<file path="src/rtl/exu_lsu_if.sv">
// ----------------------------------------------------------------------------
// exu_lsu_if
// Load/store bus between the execute-stage LSU and the memory side.
// There is a single request channel and a single response channel, each with
// a valid/ready handshake.
//
//   master (LSU)    : drives ldst_req_*, ldst_rsp_rdy
//   slave  (memory) : drives ldst_req_rdy, ldst_rsp_vld/rdata/err
// ----------------------------------------------------------------------------
interface exu_lsu_if #(
    parameter int XLEN   = 32,
    parameter int ADDR_W = 32
);
    logic                ldst_req_vld;
    logic                ldst_req_rdy;
    logic [ADDR_W-1:0]   ldst_req_addr;
    logic                ldst_req_wr;
    logic [XLEN-1:0]     ldst_req_wdata;
    logic [XLEN/8-1:0]   ldst_req_strb;
    logic                ldst_rsp_vld;
    logic                ldst_rsp_rdy;
    logic [XLEN-1:0]     ldst_rsp_rdata;
    logic                ldst_rsp_err;

    modport master (
        output ldst_req_vld, ldst_req_addr, ldst_req_wr, ldst_req_wdata,
               ldst_req_strb, ldst_rsp_rdy,
        input  ldst_req_rdy, ldst_rsp_vld, ldst_rsp_rdata, ldst_rsp_err
    );

    modport slave (
        input  ldst_req_vld, ldst_req_addr, ldst_req_wr, ldst_req_wdata,
               ldst_req_strb, ldst_rsp_rdy,
        output ldst_req_rdy, ldst_rsp_vld, ldst_rsp_rdata, ldst_rsp_err
    );
endinterface

</file>
<file path="src/rtl/exu_lsu.sv">
// ----------------------------------------------------------------------------
// exu_lsu
// Load/store execution unit. It accepts one decoded load/store at a time and
// forms EA = base + sext(imm). It then checks funct3 legality and alignment.
// A legal access issues a single outstanding request on the ldst bus. The
// result goes out on the writeback handshake: extended load data, or an
// exception with its cause and the faulting address.
//
// Ports
//   clk, rst_n            clock, asynchronous active-low reset
//   req_*                 operation in (valid/ready), load/store decode fields
//   ldst                  memory bus, master side
//   wb_*                  writeback out (valid/ready), rd write enable + data
//   exc_vld/cause/tval    exception qualifier for the writeback beat
//   busy                  an operation is in flight
// ----------------------------------------------------------------------------
module exu_lsu #(
    parameter int XLEN       = 32,
    parameter int ADDR_W     = 32,
    parameter int TMO_CYCLES = 256
) (
    input  logic              clk,
    input  logic              rst_n,
    input  logic              req_vld,
    output logic              req_rdy,
    input  logic              req_ld,
    input  logic [2:0]        req_funct3,
    input  logic [XLEN-1:0]   req_base,
    input  logic [11:0]       req_imm,
    input  logic [XLEN-1:0]   req_sdata,
    input  logic [4:0]        req_rd,
    exu_lsu_if.master         ldst,
    output logic              wb_vld,
    input  logic              wb_rdy,
    output logic              wb_we,
    output logic [4:0]        wb_rd,
    output logic [XLEN-1:0]   wb_data,
    output logic              exc_vld,
    output logic [3:0]        exc_cause,
    output logic [XLEN-1:0]   exc_tval,
    output logic              busy
);
    localparam int NB     = XLEN / 8;
    localparam int OFF_W  = $clog2(NB);
    localparam int CNT_W  = (TMO_CYCLES > 1) ? $clog2(TMO_CYCLES) : 1;
    localparam int TMO_LAST = (TMO_CYCLES > 0) ? TMO_CYCLES - 1 : 0;

    localparam logic [3:0] CAUSE_ILLEGAL  = 4'd2;
    localparam logic [3:0] CAUSE_LD_MISAL = 4'd4;
    localparam logic [3:0] CAUSE_LD_FAULT = 4'd5;
    localparam logic [3:0] CAUSE_ST_MISAL = 4'd6;
    localparam logic [3:0] CAUSE_ST_FAULT = 4'd7;

    typedef enum logic [1:0] {IDLE, REQ, RSP, WB} state_t;

    state_t             state;
    logic [XLEN-1:0]    ea_q;
    logic [OFF_W-1:0]   off_q;
    logic [2:0]         f3_q;
    logic               ld_q;
    logic [4:0]         rd_q;
    logic [CNT_W-1:0]   tmo_cnt;

    // ---------------- accept-time decode ----------------
    logic [XLEN-1:0]    ea_c;
    logic [OFF_W-1:0]   off_c;
    logic               legal_c;
    logic               misal_c;
    logic [7:0]         mask_c;
    logic [NB-1:0]      strb_c;
    logic [XLEN-1:0]    sdata_sh;
    logic [XLEN-1:0]    wdata_c;

    assign ea_c  = req_base + XLEN'($signed(req_imm));
    assign off_c = ea_c[OFF_W-1:0];

    // NOTE: every signal assigned in always_comb gets a default on entry, so no
    // path can leave it unassigned and infer a latch.
    always_comb begin
        legal_c = 1'b0;
        if (req_ld) begin
            case (req_funct3)
                3'b000, 3'b001, 3'b010, 3'b100, 3'b101: legal_c = 1'b1;
                3'b011, 3'b110:                         legal_c = (XLEN == 64);
                default:                                legal_c = 1'b0;
            endcase
        end else begin
            case (req_funct3)
                3'b000, 3'b001, 3'b010: legal_c = 1'b1;
                3'b011:                 legal_c = (XLEN == 64);
                default:                legal_c = 1'b0;
            endcase
        end

        // funct3[1:0] is log2 of the access size in bytes.
        misal_c = 1'b0;
        mask_c  = 8'h00;
        case (req_funct3[1:0])
            2'd0: begin misal_c = 1'b0;          mask_c = 8'h01; end
            2'd1: begin misal_c = ea_c[0];       mask_c = 8'h03; end
            2'd2: begin misal_c = |ea_c[1:0];    mask_c = 8'h0F; end
            default: begin misal_c = |ea_c[2:0]; mask_c = 8'hFF; end
        endcase

        strb_c   = NB'(16'(mask_c) << off_c);
        sdata_sh = req_sdata << {off_c, 3'b000};
        // Lanes outside the byte enables are forced to zero.
        wdata_c  = '0;
        for (int i = 0; i < NB; i++)
            wdata_c[8*i +: 8] = strb_c[i] ? sdata_sh[8*i +: 8] : 8'h00;
    end

    // ---------------- response data extraction ----------------
    logic [XLEN-1:0] rsp_sh;
    logic [XLEN-1:0] ld_ext;

    always_comb begin
        rsp_sh = ldst.ldst_rsp_rdata >> {off_q, 3'b000};
        ld_ext = '0;
        case (f3_q)
            3'b000:  ld_ext = XLEN'($signed(rsp_sh[7:0]));
            3'b001:  ld_ext = XLEN'($signed(rsp_sh[15:0]));
            3'b010:  ld_ext = XLEN'($signed(rsp_sh[31:0]));
            3'b011:  ld_ext = rsp_sh;
            3'b100:  ld_ext = XLEN'(rsp_sh[7:0]);
            3'b101:  ld_ext = XLEN'(rsp_sh[15:0]);
            3'b110:  ld_ext = XLEN'(rsp_sh[31:0]);
            default: ld_ext = '0;
        endcase
    end

    // The unit is always ready for a response. Responses seen outside RSP
    // belong to an abandoned or timed-out request and are simply dropped.
    assign ldst.ldst_rsp_rdy = 1'b1;

    logic tmo_hit;
    assign tmo_hit = (TMO_CYCLES != 0) && (tmo_cnt == CNT_W'(TMO_LAST));

    // ---------------- control FSM, all outputs registered ----------------
    // NOTE: sequential state uses non-blocking assignments so every register
    // samples pre-edge values regardless of statement order.
    always_ff @(posedge clk or negedge rst_n) begin
        if (!rst_n) begin
            state               <= IDLE;
            req_rdy             <= 1'b1;
            busy                <= 1'b0;
            ldst.ldst_req_vld   <= 1'b0;
            ldst.ldst_req_addr  <= '0;
            ldst.ldst_req_wr    <= 1'b0;
            ldst.ldst_req_wdata <= '0;
            ldst.ldst_req_strb  <= '0;
            wb_vld              <= 1'b0;
            wb_we               <= 1'b0;
            wb_rd               <= '0;
            wb_data             <= '0;
            exc_vld             <= 1'b0;
            exc_cause           <= '0;
            exc_tval            <= '0;
            ea_q                <= '0;
            off_q               <= '0;
            f3_q                <= '0;
            ld_q                <= 1'b0;
            rd_q                <= '0;
            tmo_cnt             <= '0;
        end else begin
            case (state)
                IDLE: if (req_vld) begin
                    ea_q    <= ea_c;
                    off_q   <= off_c;
                    f3_q    <= req_funct3;
                    ld_q    <= req_ld;
                    rd_q    <= req_rd;
                    req_rdy <= 1'b0;
                    busy    <= 1'b1;
                    wb_rd   <= req_rd;
                    if (!legal_c) begin
                        state     <= WB;
                        wb_vld    <= 1'b1;
                        exc_vld   <= 1'b1;
                        exc_cause <= CAUSE_ILLEGAL;
                        exc_tval  <= '0;
                    end else if (misal_c) begin
                        state     <= WB;
                        wb_vld    <= 1'b1;
                        exc_vld   <= 1'b1;
                        exc_cause <= req_ld ? CAUSE_LD_MISAL : CAUSE_ST_MISAL;
                        exc_tval  <= ea_c;
                    end else begin
                        state               <= REQ;
                        ldst.ldst_req_vld   <= 1'b1;
                        ldst.ldst_req_addr  <= ea_c[ADDR_W-1:0];
                        ldst.ldst_req_wr    <= ~req_ld;
                        ldst.ldst_req_wdata <= wdata_c;
                        ldst.ldst_req_strb  <= strb_c;
                    end
                end
                REQ: if (ldst.ldst_req_rdy) begin
                    state             <= RSP;
                    ldst.ldst_req_vld <= 1'b0;
                    tmo_cnt           <= '0;
                end
                RSP: begin
                    if (ldst.ldst_rsp_vld) begin
                        state  <= WB;
                        wb_vld <= 1'b1;
                        if (ldst.ldst_rsp_err) begin
                            exc_vld   <= 1'b1;
                            exc_cause <= ld_q ? CAUSE_LD_FAULT : CAUSE_ST_FAULT;
                            exc_tval  <= ea_q;
                        end else begin
                            wb_data <= ld_q ? ld_ext : '0;
                            wb_we   <= ld_q && (rd_q != 5'd0);
                        end
                    end else if (tmo_hit) begin
                        state     <= WB;
                        wb_vld    <= 1'b1;
                        exc_vld   <= 1'b1;
                        exc_cause <= ld_q ? CAUSE_LD_FAULT : CAUSE_ST_FAULT;
                        exc_tval  <= ea_q;
                    end else begin
                        tmo_cnt <= tmo_cnt + 1'b1;
                    end
                end
                WB: if (wb_rdy) begin
                    state     <= IDLE;
                    req_rdy   <= 1'b1;
                    busy      <= 1'b0;
                    wb_vld    <= 1'b0;
                    wb_we     <= 1'b0;
                    wb_rd     <= '0;
                    wb_data   <= '0;
                    exc_vld   <= 1'b0;
                    exc_cause <= '0;
                    exc_tval  <= '0;
                end
                default: state <= IDLE;
            endcase
        end
    end
endmodule

</file>
<file path="src/flat_wrapper.sv">
// flat-port wrapper written by rule: the top's interface ports become plain ports
module exu_lsu_flat 
#(
    parameter int XLEN       = 32,
    parameter int ADDR_W     = 32,
    parameter int TMO_CYCLES = 256
)
  (clk, rst_n, req_vld, req_rdy, req_ld, req_funct3, req_base, req_imm, req_sdata, req_rd, wb_vld, wb_rdy, wb_we, wb_rd, wb_data, exc_vld, exc_cause, exc_tval, busy, ldst_ldst_req_vld, ldst_ldst_req_addr, ldst_ldst_req_wr, ldst_ldst_req_wdata, ldst_ldst_req_strb, ldst_ldst_rsp_rdy, ldst_ldst_req_rdy, ldst_ldst_rsp_vld, ldst_ldst_rsp_rdata, ldst_ldst_rsp_err);
  exu_lsu_if #(.XLEN(XLEN), .ADDR_W(ADDR_W)) ldst_i ();
  input  logic clk;
  input  logic rst_n;
  input  logic req_vld;
  output logic req_rdy;
  input  logic req_ld;
  input  logic [2:0] req_funct3;
  input  logic [XLEN-1:0] req_base;
  input  logic [11:0] req_imm;
  input  logic [XLEN-1:0] req_sdata;
  input  logic [4:0] req_rd;
  output logic wb_vld;
  input  logic wb_rdy;
  output logic wb_we;
  output logic [4:0] wb_rd;
  output logic [XLEN-1:0] wb_data;
  output logic exc_vld;
  output logic [3:0] exc_cause;
  output logic [XLEN-1:0] exc_tval;
  output logic busy;
  output wire logic [$bits(ldst_i.ldst_req_vld)-1:0] ldst_ldst_req_vld;
  output wire logic [$bits(ldst_i.ldst_req_addr)-1:0] ldst_ldst_req_addr;
  output wire logic [$bits(ldst_i.ldst_req_wr)-1:0] ldst_ldst_req_wr;
  output wire logic [$bits(ldst_i.ldst_req_wdata)-1:0] ldst_ldst_req_wdata;
  output wire logic [$bits(ldst_i.ldst_req_strb)-1:0] ldst_ldst_req_strb;
  output wire logic [$bits(ldst_i.ldst_rsp_rdy)-1:0] ldst_ldst_rsp_rdy;
  input wire logic [$bits(ldst_i.ldst_req_rdy)-1:0] ldst_ldst_req_rdy;
  input wire logic [$bits(ldst_i.ldst_rsp_vld)-1:0] ldst_ldst_rsp_vld;
  input wire logic [$bits(ldst_i.ldst_rsp_rdata)-1:0] ldst_ldst_rsp_rdata;
  input wire logic [$bits(ldst_i.ldst_rsp_err)-1:0] ldst_ldst_rsp_err;
  assign ldst_ldst_req_vld = ldst_i.ldst_req_vld;
  assign ldst_ldst_req_addr = ldst_i.ldst_req_addr;
  assign ldst_ldst_req_wr = ldst_i.ldst_req_wr;
  assign ldst_ldst_req_wdata = ldst_i.ldst_req_wdata;
  assign ldst_ldst_req_strb = ldst_i.ldst_req_strb;
  assign ldst_ldst_rsp_rdy = ldst_i.ldst_rsp_rdy;
  assign ldst_i.ldst_req_rdy = ldst_ldst_req_rdy;
  assign ldst_i.ldst_rsp_vld = ldst_ldst_rsp_vld;
  assign ldst_i.ldst_rsp_rdata = ldst_ldst_rsp_rdata;
  assign ldst_i.ldst_rsp_err = ldst_ldst_rsp_err;
  exu_lsu #(.XLEN(XLEN), .ADDR_W(ADDR_W), .TMO_CYCLES(TMO_CYCLES)) u_core (.clk(clk), .rst_n(rst_n), .req_vld(req_vld), .req_rdy(req_rdy), .req_ld(req_ld), .req_funct3(req_funct3), .req_base(req_base), .req_imm(req_imm), .req_sdata(req_sdata), .req_rd(req_rd), .ldst(ldst_i), .wb_vld(wb_vld), .wb_rdy(wb_rdy), .wb_we(wb_we), .wb_rd(wb_rd), .wb_data(wb_data), .exc_vld(exc_vld), .exc_cause(exc_cause), .exc_tval(exc_tval), .busy(busy));
endmodule
</file>
<file path="config.mk">
export PLATFORM = sky130hd
export DESIGN_NAME = exu_lsu_flat
export DESIGN_NICKNAME = d
export VERILOG_FILES = /design/src/rtl/exu_lsu_if.sv /design/src/rtl/exu_lsu.sv /design/src/flat_wrapper.sv
export SDC_FILE = /design/constraint.sdc
export NUM_CORES = 1
export LEC_CHECK = 0
export CAP_MARGIN = 30
export CORE_MARGIN = 2
export CORE_UTILIZATION = 30
export CTS_CLUSTER_SIZE = 24
export DETAILED_ROUTE_END_ITERATION = 10
export GPL_TIMING_DRIVEN = 0
export MAX_ROUTING_LAYER = met4
export PLACE_DENSITY = 0.53
export RECOVER_POWER = 25
export SLEW_MARGIN = 10
export SYNTH_ARGS = -nofsm -noshare
export SYNTH_HDL_FRONTEND = slang
export SYNTH_SLANG_ARGS = --single-unit
</file>
<file path="constraint.sdc">
create_clock -name clk -period 2.9 [get_ports clk]
set_input_delay 0.435 -clock clk [delete_from_list [all_inputs] [get_ports clk]]
set_output_delay 0.435 -clock clk [all_outputs]
set_load 0.02 [all_outputs]
</file>
# == Word-level counts from Yosys, hierarchy flattened ==
# Cells that the tools add are included.
# word_totals
regBits,201
input_bits,124
elab_cells,151
# op_classes
addsub,2
eq_ne,28
shift,3
mux,70
n_bitwise,2
reduce_logical,25
# op_table
operator,count
$mux W32,10
$pmux W32 S5,1
$pmux W32 S3,1
$pmux W32 S2,1
$mux W8,7
$add A32 B32 Y32,1
$shl A32 B5 Y32,1
$shr A32 B5 Y32,1
$mux W4,7
$pmux W8 S3,1
$mux W1,20
$mux W2,9
$ne A2 B2 Y1 const B,8
$pmux W8 S2,1
$reduce_and A4 Y1,4
$eq A3 B3 Y1 const B,5
$pmux W4 S3,1
$mux W5,2
$pmux W5 S2,1
$reduce_and A5 Y1,2
$eq A3 B2 Y1 const B,3
$pmux W1 S3,3
$reduce_or A3 Y1,3
$add A8 B1 Y8 const B,1
other kinds (22),36

# == Longest topological paths before layout ==
# Gate-level depths: netlist of run 1.
# depth
depth_word,7
depth_mapped,11
depth_no_buf,10

# == Worst setup path before layout of run 1 ==
# Ideal clock, no wire load.
# synth_timing
kind,input to register
start,in req_base[0]
end,reg u_core.exc_tval[24]
t_arrival_ps,2553
required_ps,2774
path_slack_ps,221
path_stages,10
path_buffers,0
path_cell_list,ha_1 > fa_1 > a21o_1 > a211oi_1 > o31ai_1 > o21ai_1 > o21a_1 > o21ai_0 > xor2_1 > a221o_1
# synth_via
elab_chain_len,5
# synth_rtl
element,line_no,source
start: declaration,flat_wrapper.sv:16,input logic [XLEN-1:0] req_base;
$add A32 B32 Y32 *,exu_lsu.sv:74,assign ea_c = req_base + XLEN'($signed(req_imm));
$reduce_or A3 Y1 (tied with other cells),exu_lsu.sv:102,default: begin misal_c = |ea_c[2:0]; mask_c = 8'hFF; end
$pmux W1 S3 / $mux W32 (equally long branches),"exu_lsu.sv:98, exu_lsu.sv:176",
$ne A3 B3 Y1 (no source line) / $mux W32 (equally long branches),-,
$reduce_and A6 Y1 (no source line) / $pmux W32 S3 (equally long branches),-,
end signal: assignment,exu_lsu.sv:209,exc_tval <= ea_q;
end signal: assignment,exu_lsu.sv:219,exc_tval <= ea_q;
end: declaration,exu_lsu.sv:40,"output logic [XLEN-1:0] exc_tval,"
# Mark *: on every way between the ends. The rest lies on a longest branch, timed or not. The select of a mux whose other input is x is not followed.
# A chain may end at the register's enable or synchronous reset.

# == Worst setup path after layout of run 1 ==
# layout_timing
start,in req_base[4]
end,reg u_core.exc_tval[17]
# layout_via
elab_chain_len,5
# layout_rtl
element,line_no,source
$add A32 B32 Y32,exu_lsu.sv:74,
$mux W32,exu_lsu.sv:182,end else if (misal_c) begin
$mux W32,exu_lsu.sv:176,if (!legal_c) begin
$mux W32,exu_lsu.sv:167,IDLE: if (req_vld) begin
$pmux W32 S3,exu_lsu.sv:166,case (state)
# No other way between the ends. The select of a mux whose other input is x is not followed.

==> results of run 1 <==
power by group:
group	total [mW]	switching (mW)	internal (mW)	leakage, nW
Combinational	7.78	4.54	3.24	3.65
Clock	2.43	1.20	1.23	0.286
Sequential	4.69	0.748	3.94	2.55
Total	14.9	6.49	8.41	6.48
metal layers:
| metal | share of wire (%) | track usage (%) | wire, um | vias to the layer above |
|---|---|---|---|---|
| li1 | - | - | - | 4778 |
| met5 | 0 | - | 0 | - |
| met1 | 45 | 27.2 | 17200 | 4835 |
| met4 | 2.7 | 7.28 | 1020 | 0 |
| met3 | 5.3 | 3.69 | 2030 | 55 |
| met2 | 47 | 34.3 | 18200 | 292 |
layout make-up:
cell class	instances	area (um^2)	share of cell area [%]
diodes	2	5.00	0.0336
plain buffers	70	323	2.17
flip-flops and latches	198	4960	33.3
repair buffers	292	2880	19.4
clock inverters	14	165	1.11
inverters	15	56.3	0.378
multi-input cells	892	5500	36.9
clock buffers	17	425	2.86
well taps	461	577	3.87
stage by stage:
stage               hold WS, ps  instance area (um^2)  setup WS (ps)
floorplan                   139                 10700            221
global placement            455                 13900          -7540
detailed placement          459                 14000          -1380
CTS                        38.2                 14800           1.64
global route                496                 14900          -43.5
finish                      472                 14900           71.3
worst reg2reg max path: cells and delay by family (launching register included):
family                   cells  cell delay [ps]
adder cells (fa/ha/maj)      1              140
buffers and inverters        3              700
flip-flops                   1              410
AND/OR/NAND/NOR              3             1110
AO/OA/AOI/OAI                1              240
path summary, 6_finish.rpt:
| path | from | depth (start not counted) | slack, ps | end |
|---|---|---|---|---|
| max in group asynchronous | rst_n | 1 | 590 | u_core.ldst.ldst_req_wdata[27] |
| worst min-delay path | u_core.ldst.ldst_req_addr[8] | 2 | 470 | u_core.ldst.ldst_req_addr[8] |
| min in group asynchronous | rst_n | 1 | 740 | u_core.wb_rd[4] |
| worst max register to register | u_core.state[1] | 8 | 210 | u_core.ldst.ldst_req_wdata[13] |
| worst max-delay path | req_base[4] | 10 | 70 | u_core.exc_tval[17] |
| worst min register to register | u_core.ldst.ldst_req_addr[8] | 2 | 470 | u_core.ldst.ldst_req_addr[8] |
kinds of logic (layout without fill, tap and decap cells):
family / Yosys count / count (layout)
fa+ha+maj: 37 / 37
other cells: 2 / 4
xor+xnor: 29 / 29
compound gates: 348 / 348
simple gates: 431 / 431
flops: 198 / 198
buf+inv: 91 / 408
mux: 45 / 45
repair_timing:
item,CTS,global route
endpoints found under the setup margin,130,110
setup buffers,16,3
gates resized for setup,47,15
pin swaps,13,5
gates cloned,1,0
cells in the final DEF (no fill, tap or decap), types with 4 or more instances in the layout:
cell type / n
a22o_1: 10
buf_2: 5
buf_4: 21
o21ai_0: 129
o221ai_1: 23
inv_1: 15
nor3_1: 6
a21o_1: 20
a221o_1: 6
o211ai_1: 4
clkbuf_4: 4
nand2_1: 285
and2_1: 4
clkdlybuf4s50_1: 266
a211o_1: 17
o21a_1: 4
dfrtp_1: 197
a22oi_1: 6
nand4_1: 9
buf_1: 5
clkbuf_2: 13
a32o_1: 15
a31oi_1: 5
ha_1: 33
mux2_2: 9
mux2i_1: 35
xnor2_1: 14
nand2b_1: 7
clkbuf_1: 42
nor2b_1: 24
clkinv_4: 4
a21oi_1: 65
nand3_1: 22
nor2_1: 50
xor2_1: 12
clkbuf_16: 17
o21ai_1: 9
flip-flops by register name, summed over array words and instances, names as in the netlist:
signal,cells
u_core.wb_data,32
u_core.ldst.ldst_req_addr,32
u_core.exc_cause,3
u_core.wb_we,1
u_core.wb_rd,5
u_core.ea_q,31
u_core.wb_vld,1
u_core.busy,1
u_core.exc_tval,32
u_core.rd_q,5
u_core.exc_vld,1
u_core.ldst.ldst_req_wr,1
u_core.tmo_cnt,8
u_core.ld_q,1
u_core.req_rdy,1
u_core.f3_q,3
u_core.ldst.ldst_req_strb,4
u_core.ldst.ldst_req_vld,1
u_core.off_q,1
u_core.state,2
u_core.ldst.ldst_req_wdata,32
==> results.sh, run 1 <==
export IMPL_wirelength_um=38500
export IMPL_route_antenna_remaining_nets=0
export IMPL_clk_pin_slew_ps=80
export IMPL_synth_edf_count=0
export IMPL_fin_util_pct=42.2
export IMPL_nets=1647
export IMPL_fin_cells=1961
export IMPL_hold_viol=0
export IMPL_routedWlPerCell_um=19.6
export IMPL_grt_pass1_vias=9949
export IMPL_syn_cell_area_um2=10700
export IMPL_crit_path_top_delay_cell="clkdlybuf4s50_1"
export IMPL_path_cells="clkdlybuf4s50_1 -> ha_1 -> and2_1 -> nand3_1 -> a211o_1 -> a21oi_1 -> nor2_1 -> o21ai_0 -> xnor2_1 -> o221ai_1"
export IMPL_total_power_mw=14.9
export IMPL_cts_sinks=198
export IMPL_grt_max_degree=103
export IMPL_min_period_over_period_pct=97.5
export IMPL_cts_made_buffers=17
export IMPL_grt_use_total_pct=21.4
export IMPL_peakVddDrop_mv=0.442
export IMPL_dr_pass1_iters=5
export IMPL_synth_top_family_by_area="compound AO/OA/AOI/OAI gates"
export IMPL_slowest_delay_ps=410
export IMPL_required_ps=3210
export IMPL_dp_cells=1914
export IMPL_power_leakage_nw=6.48
export IMPL_fin_skew_ps=11.0
export IMPL_gp_congestion=0.867
export IMPL_nFillCells=3538
export IMPL_synth_cell_types=66
export IMPL_yosysTopAreaCellShare_pct=46.3
export IMPL_initial_utilization_pct=30.2
export IMPL_clkLatencyLatePin_ps=440
export IMPL_tns_ps=0
export IMPL_port_buffers=270
export IMPL_via_count=9960
export IMPL_synth_warnings=0
export IMPL_dieWidth_um=192
export IMPL_maxCapViolCount=1
export IMPL_path_delay_family="compound AO/OA/AOI/OAI gates"
export IMPL_drt_iter0_drc=570
export IMPL_synth_seq_cells=198
export IMPL_rows=69
export IMPL_viasPerCell=5.08
export IMPL_synth_top_area_cell="dfrtp_1"
export IMPL_slew_viol_final=97
export IMPL_cts_tree="built"
export IMPL_cp_max_fo=4
export IMPL_period_minus_slack_ps=2830
export IMPL_layout_drive_gt1_share_pct=8.34
export IMPL_synth_simple_area_share_pct=17.3
export IMPL_ctsHoldBuffers=0
export IMPL_setup_worst_path_class="in -> reg"
export IMPL_worst_setup_path_start_kind="input port"
export IMPL_synth_xor_area_share_pct=2.38
export IMPL_status="finished, violations left"
export IMPL_root_buffer="clkbuf_16"
export IMPL_grt_pass1_wl_um=58400
export IMPL_hp_class="reg -> reg"
export IMPL_violations="capacitance limit, slew limit"
export IMPL_worstPathArrival_ps=3140
export IMPL_muxShareOfSynthArea_pct=4.33
export IMPL_syn_nets=1342
export IMPL_end_kind="flop"
export IMPL_powerDensity_nw_per_um2=1000
export IMPL_synthTopCellsByArea="dfrtp_1 (46%), nand2_1 (10%), o21ai_0 (6.1%), ha_1 (4.2%), mux2i_1 (3.4%)"
export IMPL_setup_violations=0
export IMPL_fmax_mhz=354
export IMPL_synthCells=1181
export IMPL_dp_hpwl_um=29100
export IMPL_crit_buf_inv=1
export IMPL_ys_top_cells_by_count="nand2_1 (285), dfrtp_1 (197), o21ai_0 (130)"
export IMPL_cts_max_level=4
export IMPL_cts_buffer_depth=2
export IMPL_synth_ff_type="dfrtp_1"
export IMPL_async_flop_share_pct=100
export IMPL_die_h_um=192
export IMPL_synthAdderAreaFrac_pct=4.41
export IMPL_rsz0062_at_grt="yes"
export IMPL_area_growth_pct=39.8
export IMPL_overflow=0
export IMPL_fp_dieArea_um2=37000
export IMPL_maxSlewHeadroom_pct=-72.7
export IMPL_antenna_found_initial=2
export IMPL_ios=273
export IMPL_synth_most_common_cell="nand2_1"
export IMPL_drc=0
export IMPL_core_um2=35300
export IMPL_synth_compound_area_share_pct=21.6
export IMPL_avgSynthCellArea_um2=9.02
export IMPL_yosysSeqAreaShare_pct=46.5
export IMPL_tightest_slew_ps=2590
Power figures use the tool's default switching activity.
==> inputs of run 2 (changes only) <==
- RECOVER_POWER: 25 -> 50
==> run 2 against run 1 <==
Core utilization unchanged. Critical path depth unchanged. Clock skew about the same. Power decreased by 0.94%. Register-to-register slack about the same. The flow still finishes with violations (capacitance limit, slew limit). Die area unchanged. Wire length unchanged. Clock power about the same. Non-clock buffer count unchanged. Maximum frequency about the same.
==> results.sh, run 2 (synthesis results as in run 1) <==
export IMPL_status="finished, violations left"
export IMPL_violations="capacitance limit, slew limit"
export IMPL_drc=0
export IMPL_core_um2=35300
export IMPL_required_ps=3220
export IMPL_holdWs_ps=470
export IMPL_antenna_found_initial=2
export IMPL_min_period_over_period_pct=97.5
export IMPL_grt_pass1_wl_um=58400
export IMPL_powerDensity_nw_per_um2=991
export IMPL_cts_max_level=4
export IMPL_dp_hpwl_um=29100
export IMPL_setup_worst_path_class="in -> reg"
export IMPL_cp_max_fo=4
export IMPL_maxSlewHeadroom_pct=-72.1
export IMPL_worst_setup_path_start_kind="input port"
export IMPL_via_count=9974
export IMPL_wirelength_um=38500
export IMPL_cts_tree="built"
export IMPL_worstPathArrival_ps=3140
export IMPL_fin_util_pct=42.2
export IMPL_timing_final_ws_setup_ps=72.4
export IMPL_initial_utilization_pct=30.2
export IMPL_dp_cells=1914
export IMPL_clkLatencyLatePin_ps=440
export IMPL_dieWidth_um=192
export IMPL_final_cell_mix="nand2_1 (285), clkdlybuf4s50_1 (198), dfrtp_1 (197)"
export IMPL_die_h_um=192
export IMPL_slew_viol_final=97
export IMPL_layout_commonest_cell="nand2_1"
export IMPL_hold_viol=0
export IMPL_grt_max_degree=103
export IMPL_rsz0062_at_grt="yes"
export IMPL_nFillCells=3538
export IMPL_fp_dieArea_um2=37000
export IMPL_fin_cells=1961
export IMPL_layout_drive_gt1_share_pct=8.34
export IMPL_dr_pass1_iters=5
export IMPL_maxCapViolCount=1
export IMPL_end_kind="flop"
export IMPL_route_antenna_remaining_nets=0
export IMPL_root_buffer="clkbuf_16"
export IMPL_viasPerCell=5.09
export IMPL_drt_iter0_drc=565
export IMPL_cts_buffer_depth=2
export IMPL_cts_made_buffers=17
export IMPL_port_buffers=270
export IMPL_grt_pass1_vias=9949
export IMPL_hp_class="reg -> reg"
export IMPL_gp_congestion=0.867
export IMPL_power_leakage_nw=6.64
export IMPL_multiInputGateArea_um2=5500
export IMPL_tns_ps=0
export IMPL_routedWlPerCell_um=19.6
export IMPL_place_ws_ps=-1380
export IMPL_cts_sinks=198
export IMPL_fin_skew_ps=10.9
export IMPL_rows=69
export IMPL_clk_pin_slew_ps=80
export IMPL_regArea_um2=4960
export IMPL_setup_violations=0
export IMPL_period_minus_slack_ps=2830
export IMPL_overflow=0
export IMPL_area_growth_pct=39.8
export IMPL_peakVddDrop_mv=0.444
export IMPL_grt_use_total_pct=21.4
export IMPL_tightest_slew_ps=2580
export IMPL_fmax_mhz=354
export IMPL_nets=1647
export IMPL_ios=273
-- run 2: changes by cell type in the layout (fill, tap and decap cells not counted), sizes merged --
cell           previous run  this run
clkdlybuf4s50           266       198
dlygate4sd3               0        68
-- run 2: metrics by stage --
| stage | area [um^2] | power, mW |
|---|---|---|
| 5_1_grt | 14900 | 15.8 |
| 6_report | 14900 | 14.8 |
| 3_5_place_dp | 14000 | 12.3 |
| 3_3_place_gp | 13900 | 12.2 |
| 2_1_floorplan | 10700 | 8.79 |
| 4_1_cts | 14800 | 15.0 |
-- run 2: per-layer routing --
| layer | vias to the layer above | global-route usage, % | share of wire, % |
|---|---|---|---|
| li1 | 4779 | - | - |
| met1 | 4848 | 27.2 | 45 |
| met2 | 292 | 34.3 | 47 |
| met3 | 55 | 3.69 | 5.2 |
| met4 | 0 | 7.28 | 2.7 |
| met5 | - | - | 0 |
-- run 2: layout make-up --
type                            count  area share (%)
Clock buffer                       17            2.86
Inverter                           15           0.378
Sequential cell                   198            33.3
Tap cell                          461            3.87
Clock inverter                     14            1.11
Antenna cell                        2          0.0336
Buffer                             70            2.17
Multi-Input combinational cell    892            36.9
Timing Repair Buffer              292            19.4
-- run 2: power by group --
group          switching (mW)  total (mW)  internal (mW)
Sequential              0.732        4.67           3.94
Combinational            4.54        7.66           3.11
Clock                    1.20        2.43           1.23
-- run 2: critical path, cell delays in order --
cell	delay [ps]
clkdlybuf4s50_1	410
ha_1	360
and2_1	260
nand3_1	160
a211o_1	370
a21oi_1	380
nor2_1	130
o21ai_0	250
xnor2_1	230
o221ai_1	150
-- run 2: worst paths after layout --
check,startpoint,to,slack [ps],cells past startpoint
setup / recovery,req_base[4],u_core.exc_tval[17],70,10
hold / removal,u_core.ldst.ldst_req_wdata[4],u_core.ldst.ldst_req_wdata[4],470,2
setup reg to reg,u_core.state[1],u_core.ldst.ldst_req_wdata[13],220,8
hold reg to reg,u_core.ldst.ldst_req_wdata[4],u_core.ldst.ldst_req_wdata[4],470,2
max in group asynchronous,rst_n,u_core.ldst.ldst_req_wdata[30],600,1
min in group asynchronous,rst_n,u_core.wb_rd[4],730,1
-- run 2: repair_timing --
action,in CTS,in global routing
gates cloned,1,0
hold buffers,0,0
setup buffers,16,3
pin swaps,13,5
setup endpoints to repair,130,110
resized for setup,47,15
==> inputs of run 3 (changes only) <==
- SLEW_MARGIN: 10 -> 20
==> run 3 against run 2 <==
Clock-buffer cell count increased by 1. Power increased by 0.54%. Setup slack got worse by 19 ps. Via count increased by 0.34%. Die area unchanged. Worst hold slack improved by 2.6 ps. The flow now finishes without violations. Sequential power about the same. Largest cell class unchanged. Cell area increased by 0.66%. Combinational power increased by 1%. Sequential share of layout area decreased by 0.22 points. Cell count increased by 0.25%.
==> results.sh, run 3 (synthesis results as in run 1) <==
export IMPL_status="finished clean"
export IMPL_grt_max_degree=95
export IMPL_holdWs_ps=473
export IMPL_seqPwrFrac_pct=31.4
export IMPL_layout_commonest_cell="nand2_1"
export IMPL_p_int_mw=8.34
export IMPL_cts_tree="built"
export IMPL_slew_viol_final=0
export IMPL_clk_pin_slew_ps=80
export IMPL_dr_pass1_iters=5
export IMPL_fin_area_um2=15000
export IMPL_cp_max_fo=6
export IMPL_grt_pass1_vias=9998
export IMPL_min_period_over_period_pct=98.2
export IMPL_tightest_slew_ps=1140
export IMPL_core_um2=35300
export IMPL_nets=1651
export IMPL_root_buffer="clkbuf_16"
export IMPL_fp_dieArea_um2=37000
export IMPL_hp_class="reg -> reg"
export IMPL_pwr_share_clk_pct=16.4
export IMPL_viasPerCell=5.09
export IMPL_ios=273
export IMPL_final_cell_mix="nand2_1 (284), dfrtp_1 (197), clkdlybuf4s50_1 (194)"
export IMPL_area_growth_pct=40.7
export IMPL_p_sw_share_pct=43.8
export IMPL_drt_iter0_drc=561
export IMPL_peakVddDrop_mv=0.451
export IMPL_pwr_share_comb_pct=52.2
export IMPL_tns_ps=0
export IMPL_cts_max_level=4
export IMPL_layout_drive_gt1_share_pct=8.58
export IMPL_maxSlewHeadroom_pct=24.2
export IMPL_antenna_found_initial=2
export IMPL_dp_hpwl_um=29200
export IMPL_fin_skew_ps=11.4
export IMPL_power_leakage_nw=6.70
export IMPL_route_antenna_remaining_nets=0
export IMPL_worstPathArrival_ps=3180
export IMPL_grt_pass1_wl_um=58600
export IMPL_fin_util_pct=42.5
export IMPL_gp_congestion=0.867
export IMPL_cts_sinks=198
export IMPL_setup_worst_path_class="in -> reg"
export IMPL_total_power_mw=14.8
export IMPL_period_minus_slack_ps=2850
export IMPL_setup_violations=0
export IMPL_clkLatencyLatePin_ps=440
export IMPL_initial_utilization_pct=30.2
export IMPL_via_count=10008
export IMPL_rows=69
export IMPL_cts_made_buffers=17
export IMPL_cts_buffer_depth=2
export IMPL_placement_cell_area_um2=14000
export IMPL_dieWidth_um=192
export IMPL_maxCapViolCount=0
export IMPL_drc=0
export IMPL_hold_viol=0
export IMPL_fmax_mhz=351
export IMPL_worst_setup_path_start_kind="input port"
export IMPL_end_kind="flop"
export IMPL_overflow=0
export IMPL_wirelength_um=38900
export IMPL_powerDensity_nw_per_um2=990
export IMPL_power_switching_mw=6.49
export IMPL_die_h_um=192
export IMPL_routedWlPerCell_um=19.8
export IMPL_required_ps=3230
export IMPL_grt_use_total_pct=21.5
export IMPL_port_buffers=270
-- run 3: layout make-up --
| cell class | count | area, um^2 |
|---|---|---|
| buffer | 70 | 328 |
| tap | 461 | 577 |
| fill | 3489 | 20300 |
| antenna | 2 | 5.00 |
| timing repair buffer | 296 | 2950 |
| multi-input combinational | 892 | 5530 |
| clock inverter | 14 | 161 |
| sequential | 198 | 4960 |
| clock buffer | 18 | 429 |
| inverter | 15 | 56.3 |
-- run 3: per-layer routing --
metal	vias to the layer above	routed length [um]	global-route usage [%]
met5	-	0	-
met3	58	2190	3.66
met2	295	18500	34.2
met4	0	1010	7.28
li1	4788	-	-
met1	4867	17200	27.6
-- run 3: path summary, 6_finish.rpt --
kind / slack (ps) / cells past startpoint / from / endpoint
hold reg to reg: 470 / 2 / u_core.ldst.ldst_req_wdata[7] / u_core.ldst.ldst_req_wdata[7]
max in group asynchronous: 1130 / 3 / rst_n / u_core.ldst.ldst_req_addr[0]
setup / recovery: 50 / 10 / req_base[9] / u_core.exc_tval[23]
setup reg to reg: 240 / 12 / u_core.state[0] / u_core.exc_tval[9]
min in group asynchronous: 730 / 2 / rst_n / u_core.wb_rd[2]
hold / removal: 470 / 2 / u_core.ldst.ldst_req_wdata[7] / u_core.ldst.ldst_req_wdata[7]
-- run 3: per-stage QoR --
stage               std cells  worst slack [ps]
floorplan                1181               221
global placement         1912             -7540
detailed placement       1915             -1340
CTS                      1961              9.08
global route             1966             -2.07
finish                   1966              53.5
-- run 3: critical path, cell delays in order --
cell	delay [ps]
clkdlybuf4s50_1	460
ha_2	320
a21o_1	220
a31o_1	200
a211oi_2	240
nand2_2	150
a211oi_4	410
mux2i_2	320
nor4b_4	90
a221o_1	330
-- run 3: what timing repair did --
item,4_1_cts,5_1_grt
cloned,1,0
endpoints found under the hold margin,12,0
hold buffers,1,0
pin swaps,13,5
setup buffers,17,4
resized for setup,49,20
endpoints found under the setup margin,131,124
-- run 3: power groups by stage --
| stage | Clock [mW] | Sequential, mW | Combinational, mW |
|---|---|---|---|
| 2_1_floorplan | 0 | 5.56 | 3.23 |
| 3_3_place_gp | 0 | 4.71 | 7.47 |
| 3_5_place_dp | 0 | 4.72 | 7.54 |
| 4_1_cts | 2.49 | 4.68 | 7.84 |
| 5_1_grt | 2.61 | 4.82 | 8.45 |
| 6_report | 2.44 | 4.66 | 7.74 |
==> variant, RTL diff (config.mk and constraints of run 2) <==
`TMO_CYCLES` is set to 256 in 2 places; all go to 128.
--- a/src/rtl/exu_lsu.sv
+++ b/src/rtl/exu_lsu.sv
@@ -17,7 +17,7 @@
 module exu_lsu #(
     parameter int XLEN       = 32,
     parameter int ADDR_W     = 32,
-    parameter int TMO_CYCLES = 256
+    parameter int TMO_CYCLES = 128
 ) (
     input  logic              clk,
     input  logic              rst_n,
--- a/src/flat_wrapper.sv
+++ b/src/flat_wrapper.sv
@@ -3,7 +3,7 @@
 #(
     parameter int XLEN       = 32,
     parameter int ADDR_W     = 32,
-    parameter int TMO_CYCLES = 256
+    parameter int TMO_CYCLES = 128
 )
   (clk, rst_n, req_vld, req_rdy, req_ld, req_funct3, req_base, req_imm, req_sdata, req_rd, wb_vld, wb_rdy, wb_we, wb_rd, wb_data, exc_vld, exc_cause, exc_tval, busy, ldst_ldst_req_vld, ldst_ldst_req_addr, ldst_ldst_req_wr, ldst_ldst_req_wdata, ldst_ldst_req_strb, ldst_ldst_rsp_rdy, ldst_ldst_req_rdy, ldst_ldst_rsp_vld, ldst_ldst_rsp_rdata, ldst_ldst_rsp_err);
   exu_lsu_if #(.XLEN(XLEN), .ADDR_W(ADDR_W)) ldst_i ();
Function: not settled (the Yosys comparison gave no result); the edit may change what the design does.
==> variant against run 2 <==
The run still ends with capacitance limit, slew limit left; cell count grew 0.25%; area after synthesis is essentially flat; final area grew 1.4%; total power grew 5.0%; synthesized cell count grew 0.93%; count of clock-buffer cells in the layout grew 3; wire length grew 1.4%; combinational power grew 6.4%; sequential cell count shrank 1; global-route usage is essentially flat; setup slack lost 9.4 ps; critical endpoint is now u_core.ldst.ldst_req_addr[23]; largest cell class unchanged; largest power group unchanged.
==> variant: results (changes against run 2) <==
* Outcome: complete, but fails checks (unchanged)
* Failing checks: capacitance limit, slew limit (unchanged)
* PwrDens at 1026 nW/um^2 (was 990.8 nW/um^2)
* P_sw at 6.660 mW (was 6.474 mW)
* Met1 WL at 17.03 mm (was 17.23 mm)
* Leakage power at 6.722 nW (was 6.641 nW)
* Multi-input combinational cell area at 5634 sq um (was 5503 sq um)
* Area after detailed placement at 13980 sq um (was 13970 sq um)
* Wirelength per Cell at 19.87 microns (was 19.64 microns)
* Vias per Instance at 5.127 (was 5.086)
* Fin nets at 1659 (was 1647)
* Synth cell count leaders: 225 x nand2_1, 196 x dfrtp_1, 159 x o21ai_0, 91 x a21oi_1, 67 x clkbuf_1 (was 285 x nand2_1, 197 x dfrtp_1, 130 x o21ai_0, 66 x a21oi_1, 63 x clkbuf_1)
* Mapped Area at 10650 sq um (was 10660 sq um)
* Final Skew at 11.32 ps (was 10.90 ps)
* Critical path's largest stage delay at 520 ps (was 410 ps)
* Critical Path Slowest Stage Cell: a2111oi_4 (was clkdlybuf4s50_1)
* Vias in the first global route at 10090 (was 9949)
* Global-route usage over all layers at 0.2139 (was 0.2136)
* Bufs w/o clock at 361 (was 362)
* Metal2 WL at 18.81 mm (was 18.27 mm)
* Hpwl dp at 29.84 mm (was 29.13 mm)
* Metal3 WL at 2.396 mm (was 1.999 mm)
* Initial antenna violation count at 0 (was 2)
* Largest cells by area after synthesis: dfrtp_1 46%, nand2_1 7.9%, o21ai_0 7.5% (was dfrtp_1 46%, nand2_1 10%, o21ai_0 6.1%)
* Slew HR at -0.7253 (was -0.7211)
* Worst VDD drop at 0.4767 mV (was 0.4436 mV)
* Max Cap Viol at 1 (unchanged)
* GP Congestion at 0.9027 (was 0.8672)
* DP Cell Count at 1920 (was 1914)
* Syn Inst Count at 1192 (was 1181)
* Dpl ws at -1913 ps (was -1375 ps)
* Yosys cell types at 65 (was 66)
* First-pass GRT wire length at 58.37 mm (was 58.35 mm)
* Final Power at 15.50 mW (was 14.76 mW)
* Clock buffers at 20 (was 17)
* Layout cells sized above 1 at 0.09927 (was 0.08344)
* Multi-In Gates at 894 (was 892)
* Comb pwr share at 0.526 (was 0.519)
* Final Slew Violations at 96 (was 97)
## variant: cell count changes after synthesis, sizes merged, moves of 15 or more
cell,delta
a22o,+17
mux2,+15
a21oi,+25
o221ai,-21
o22ai,+19
o21ai,+18
nand2,-61
## variant: repair_timing
action	4_1_cts	5_1_grt
setup buffers	12	5
hold endpoints to repair	0	0
endpoints found under the setup margin	123	150
gates resized for setup	67	41
pin swaps	15	12
## variant: layer usage
layer / global-route usage / up-vias
li1: - / 4852
met1: 0.2650 / 4897
met2: 0.3473 / 288
met3: 0.05292 / 43
met4: 0.06019 / 0
met5: - / -
## variant: worst min-delay path, stage by stage, from the launching register on
cell,delay [ps]
dfrtp_1,340
nand2_1,50
nand2_1,50
## variant: path summary, 6_finish.rpt
| kind | startpoint | endpoint | slack (ps) | cells after the start |
|---|---|---|---|---|
| min reg2reg | u_core.ldst.ldst_req_wdata[2] | u_core.ldst.ldst_req_wdata[2] | 470 | 2 |
| min | u_core.ldst.ldst_req_wdata[2] | u_core.ldst.ldst_req_wdata[2] | 470 | 2 |
| max in group asynchronous | rst_n | u_core.ldst.ldst_req_wdata[19] | 600 | 1 |
| min in group asynchronous | rst_n | u_core.wb_data[17] | 750 | 1 |
| max | req_imm[3] | u_core.ldst.ldst_req_addr[23] | 60 | 11 |
| max reg2reg | u_core.state[0] | u_core.exc_tval[18] | 190 | 10 |
## variant: logic make-up (layout without fill, tap and decap cells)
| group | after synthesis | count (layout) | share of synthesized area |
|---|---|---|---|
| simple gates | 391 | 391 | 0.1619 |
| buf+inv | 101 | 420 | 0.03643 |
| mux | 50 | 50 | 0.04982 |
| compound gates | 388 | 388 | 0.2224 |
| xor+xnor | 26 | 26 | 0.02139 |
| fa+ha+maj | 37 | 37 | 0.04418 |
| flops | 197 | 197 | 0.4631 |
| other cells | 2 | 2 | 0.0007053 |
